`config.mk`:
```
export PLATFORM = sky130hd
export DESIGN_NAME = id_stage_pipe
export DESIGN_NICKNAME = d
export VERILOG_FILES = /design/src/rtl/id_stage_pipe.sv
export SDC_FILE = /design/constraint.sdc
export NUM_CORES = 1
export LEC_CHECK = 0
export ABC_AREA = 1
export CAP_MARGIN = 20
export CORE_MARGIN = 4
export CORE_UTILIZATION = 48
export CTS_CLUSTER_SIZE = 16
export DETAILED_ROUTE_END_ITERATION = 10
export PLACE_DENSITY = 0.81
export SLEW_MARGIN = 0
export SYNTH_ARGS = -nofsm -noshare
export SYNTH_HDL_FRONTEND = slang
export SYNTH_SLANG_ARGS = --single-unit
```
`constraint.sdc`:
```
create_clock -name clk -period 5.5 [get_ports clk]
set_clock_uncertainty 0.05 [all_clocks]
set_input_delay 0.825 -clock clk [delete_from_list [all_inputs] [get_ports clk]]
set_output_delay 0.825 -clock clk [all_outputs]
set_load 0.02 [all_outputs]
```
`src/rtl/id_stage_pipe.sv`:
```
// Decode stage: opcode decode, 8-entry register file, load-use stall and ID/EX register.
// Optional same-cycle writeback-to-read bypass under macro ID_WB_BYPASS_EN.
module id_stage_pipe #(
  parameter int unsigned DATA_W   = 16,
  parameter int unsigned ZERO_REG = 1
) (
  input  logic              clk,
  input  logic              rst,
  input  logic              in_valid,
  input  logic [15:0]       instruction,
  input  logic              flush,
  input  logic              wb_reg_write,
  input  logic [2:0]        wb_register,
  input  logic [DATA_W-1:0] wb_data,
  output logic              stall,
  output logic              ex_valid,
  output logic [DATA_W-1:0] ex_read_data_1,
  output logic [DATA_W-1:0] ex_read_data_2,
  output logic [DATA_W-1:0] ex_immediate,
  output logic [2:0]        ex_rs,
  output logic [2:0]        ex_rt,
  output logic [2:0]        ex_dest,
  output logic              ex_ALUSrc,
  output logic              ex_MemtoReg,
  output logic              ex_MemRead,
  output logic              ex_MemWrite,
  output logic              ex_Branch,
  output logic              ex_RegWrite,
  output logic [1:0]        ex_ALUOp
);

  logic [2:0] op, rs, rt, rd;
  logic [6:0] imm;
  assign op  = instruction[15:13];
  assign rs  = instruction[12:10];
  assign rt  = instruction[9:7];
  assign rd  = instruction[6:4];
  assign imm = instruction[6:0];

  logic       reg_dst, alu_src, mem_to_reg, mem_read, mem_write, branch, reg_write;
  logic [1:0] alu_op;
  logic       uses_rs, uses_rt;

  always_comb begin
    reg_dst    = 1'b0;
    alu_src    = 1'b0;
    mem_to_reg = 1'b0;
    mem_read   = 1'b0;
    mem_write  = 1'b0;
    branch     = 1'b0;
    reg_write  = 1'b0;
    alu_op     = 2'b00;
    uses_rs    = 1'b0;
    uses_rt    = 1'b0;
    unique case (op)
      3'b000: begin
        reg_dst = 1'b1; reg_write = 1'b1; alu_op = 2'b10; uses_rs = 1'b1; uses_rt = 1'b1;
      end
      3'b001: begin
        alu_src = 1'b1; reg_write = 1'b1; uses_rs = 1'b1;
      end
      3'b010: begin
        alu_src = 1'b1; mem_read = 1'b1; mem_to_reg = 1'b1; reg_write = 1'b1; uses_rs = 1'b1;
      end
      3'b011: begin
        alu_src = 1'b1; mem_write = 1'b1; uses_rs = 1'b1; uses_rt = 1'b1;
      end
      3'b100: begin
        branch = 1'b1; alu_op = 2'b01; uses_rs = 1'b1; uses_rt = 1'b1;
      end
      default: ;
    endcase
  end

  // Register file; with ZERO_REG, writes to R0 are dropped and R0 reads as zero.
  logic [DATA_W-1:0] regs_q [8];
  logic              wb_en;
  assign wb_en = wb_reg_write && !((ZERO_REG != 0) && (wb_register == 3'd0));

  always_ff @(posedge clk) begin
    if (rst) begin
      for (int i = 0; i < 8; i++) regs_q[i] <= '0;
    end else if (wb_en) begin
      regs_q[wb_register] <= wb_data;
    end
  end

  logic [DATA_W-1:0] rdata_1, rdata_2;
  always_comb begin
    rdata_1 = regs_q[rs];
    rdata_2 = regs_q[rt];
`ifdef ID_WB_BYPASS_EN
    if (wb_en && (wb_register == rs)) rdata_1 = wb_data;
    if (wb_en && (wb_register == rt)) rdata_2 = wb_data;
`endif
    if ((ZERO_REG != 0) && (rs == 3'd0)) rdata_1 = '0;
    if ((ZERO_REG != 0) && (rt == 3'd0)) rdata_2 = '0;
  end

  logic [2:0] dest;
  logic       dest_hit;
  assign dest     = reg_dst ? rd : rt;
  assign dest_hit = (uses_rs && (rs == ex_dest)) || (uses_rt && (rt == ex_dest));
  assign stall    = in_valid && ex_valid && ex_MemRead && dest_hit &&
                    !((ZERO_REG != 0) && (ex_dest == 3'd0));

  always_ff @(posedge clk) begin
    if (rst || flush || stall || !in_valid) begin
      ex_valid       <= 1'b0;
      ex_read_data_1 <= '0;
      ex_read_data_2 <= '0;
      ex_immediate   <= '0;
      ex_rs          <= '0;
      ex_rt          <= '0;
      ex_dest        <= '0;
      ex_ALUSrc      <= 1'b0;
      ex_MemtoReg    <= 1'b0;
      ex_MemRead     <= 1'b0;
      ex_MemWrite    <= 1'b0;
      ex_Branch      <= 1'b0;
      ex_RegWrite    <= 1'b0;
      ex_ALUOp       <= 2'b00;
    end else begin
      ex_valid       <= 1'b1;
      ex_read_data_1 <= rdata_1;
      ex_read_data_2 <= rdata_2;
      ex_immediate   <= {{(DATA_W-7){imm[6]}}, imm};
      ex_rs          <= rs;
      ex_rt          <= rt;
      ex_dest        <= dest;
      ex_ALUSrc      <= alu_src;
      ex_MemtoReg    <= mem_to_reg;
      ex_MemRead     <= mem_read;
      ex_MemWrite    <= mem_write;
      ex_Branch      <= branch;
      ex_RegWrite    <= reg_write;
      ex_ALUOp       <= alu_op;
    end
  end

endmodule

```
==> impl_metrics.toml <==
[detailed_routing]
dr.first_iter.drc_count = 1165
drc = 0
drt-total-wl_mm = 24.0
dr_total_vias = 7243
viasPerCell = 5.41
dr.pass1.iters = 6
drtAntennaViolNets = 0
m1WireLength_mm = 9.54
dr_wl_met2_mm = 10.3
route.met3.wl_mm = 3.34
highest-signal-layer = "met4"
wl_per_cell_um = 17.9

[die]
die_w_um = 142
initial_utilization = 0.494
io_pins = 107
die-area_um2 = 20100
die_height_um = 142
core_um2 = 17400
rows = 48

[setup_path]
timing.rr.end = "ex_read_data_1[13]"
cp_data_arrival_time_ps = 3150
crit_type = "input port to output pin"
critPathMaxFanout = 19
cp-end-kind = "output pin"
r2r_cells = 8
start_kind = "input port"
r2r-start = "ex_dest[1]"
timing.critical_path.to = "stall"
rrSetupSlack_ps = 3870
crit_start = "instruction[12]"
required_ps = 4620

[timing]
drv_slew = 0
worst_slew_pin_slew_ps = 994
final_hold_viol_count = 0
period_share = 0.732
period_minus_slack_ps = 4020
timing.setup.tns_ps = 0
whs_ps = 668
rsz0062_at_grt = "no"
setup_viol_count_final = 0
max_freq_ghz = 0.248
setup_slack_ps = 1480
slew_headroom = 0.337

[clock_tree]
cts_sinks = 183
clk-insertion-delay-late_ps = 440
cts.hold.buffers_added = 0
cts_root_buf = "clkbuf_16"
cts_tree = "done"
cts.clk_slew.worst_paths_ps = 70
cts_buffers = 17
cts.path.max_buffers = 2
htreeDepth = 4
cts-resized-gates = 0
post-cts-setup-buffer-count = 0

[power]
ir_worst_vdd_v = 0.000218
leakage_nw = 4.39
power_density_nw_per_um2 = 305

[synth]
synth_cell_types = 23
ys_seq_area_frac = 0.574
syn_area_um2 = 8610
syn_area_per_cell_um2 = 8.40
synth_cells = 1025
yosys_warnings = 0
ys_ff_latch = 183

[placement]
dpl.cell_count = 1308
gp_congestion = 0.979
port_buffers = 106
dp_hpwl_mm = 17.0
post-place-ws_ps = 1470

[layout]
final_cell_mix = "nor2_1, nand2_1, edfxtp_1, inv_1, clkdlybuf4s50_1"
nets = 1142
area_delta_synth_final_pct = 19.1
fill_cells = 1479
drive_gt1_frac = 0.0457
fin_cells = 1340
final_common_cell = "nor2_1"
num_antenna_cells = 0

[grt]
grt_max_degree = 109
grt_usage = 0.238
grt_pass1_wl_mm = 36.4
antenna_found_initial = 0
first_global_vias = 6499
grt-ovfl-total = 0

[worst_hold_path]
worstHoldPathType = "flop to flop"

[job]
max_cap_violations = 0

[outcome]
status = "finished, final reports clean"
layout make-up:
cell class,instances,area [um^2],area share
clock buffers,23,473,0.0461
clock inverters,9,88.8,0.00867
inverters,125,469,0.0458
multi-input cells,663,2900,0.283
flip-flops and latches,183,4940,0.482
well taps,225,282,0.0275
repair buffers,112,1090,0.106
where the power goes:
| group | internal, mW | total (mW) | switching (mW) |
|---|---|---|---|
| registers | 1.55 | 1.59 | 0.0452 |
| logic | 0.118 | 0.362 | 0.244 |
| clock network | 0.659 | 1.17 | 0.516 |
| total | 2.33 | 3.13 | 0.805 |
critical path, stage by stage:
cell,delay (ps)
clkdlybuf4s50_1,770
inv_2,460
nand2_1,90
nand2_1,80
nand3_1,70
nand2_1,90
nand2_2,90
inv_1,70
clkdlybuf4s50_1,600
sequential cells by signal, summed over array words and instances (netlist names):
signal	flops
ex_ALUOp	2
ex_immediate	7
ex_valid	1
ex_read_data_1	16
regs_q	128
ex_rt	3
ex_rs	3
ex_MemRead	1
ex_dest	3
ex_MemWrite	1
ex_RegWrite	1
ex_read_data_2	16
ex_ALUSrc	1
routing by layer:
metal	up-vias	global-route usage
li1	3441	-
met1	3278	0.337
met2	475	0.353
met3	49	0.0657
met4	0	0.0843
met5	-	0
cells by family (layout without fill, tap and decap cells):
kind of cell / count (synthesis) / in the layout / synth area share
buffers and inverters: 194 / 269 / 0.0950
AO/OA/AOI/OAI: 217 / 217 / 0.139
XOR/XNOR: 1 / 1 / 0.00102
flip-flops: 183 / 183 / 0.574
other: 1 / 16 / 0.000436
AND/OR/NAND/NOR: 429 / 429 / 0.190
stage by stage:
| stage | total power [mW] | cell area, um^2 | utilization |
|---|---|---|---|
| after floorplan | 1.83 | 8670 | - |
| after global placement | 1.96 | 9690 | 0.556 |
| after detailed placement | 1.97 | 9690 | 0.556 |
| after CTS | 3.13 | 10300 | 0.589 |
| after global routing | 3.25 | 10300 | 0.589 |
| final | 3.13 | 10300 | 0.589 |
synthesized netlist by cell type (all sizes together):
cell type	n	share of area
a21oi	67	0.039
buf	45	0.030
clkbuf	24	0.010
conb	1	0.00044
dfxtp	55	0.13
edfxtp	128	0.45
inv	125	0.054
nand2	207	0.091
nand3	7	0.0052
nor2	213	0.093
nor3	2	0.0012
o2111ai	1	0.0010
o211ai	41	0.036
o21ai	106	0.062
o22ai	2	0.0015
xnor2	1	0.0010
worst min-delay path by stage:
stage,startpoint,end,slack (ps),depth (start not counted)
after floorplan,regs_q[4][1],ex_read_data_2[1],550,4
after global placement,regs_q[1][4],ex_read_data_2[4],650,4
after detailed placement,regs_q[0][6],ex_read_data_2[6],650,4
after CTS,regs_q[0][12],ex_read_data_2[12],680,6
after global routing,regs_q[0][6],ex_read_data_2[6],730,4
final,regs_q[0][12],ex_read_data_2[12],670,6
(Power assumes the default switching activity.)
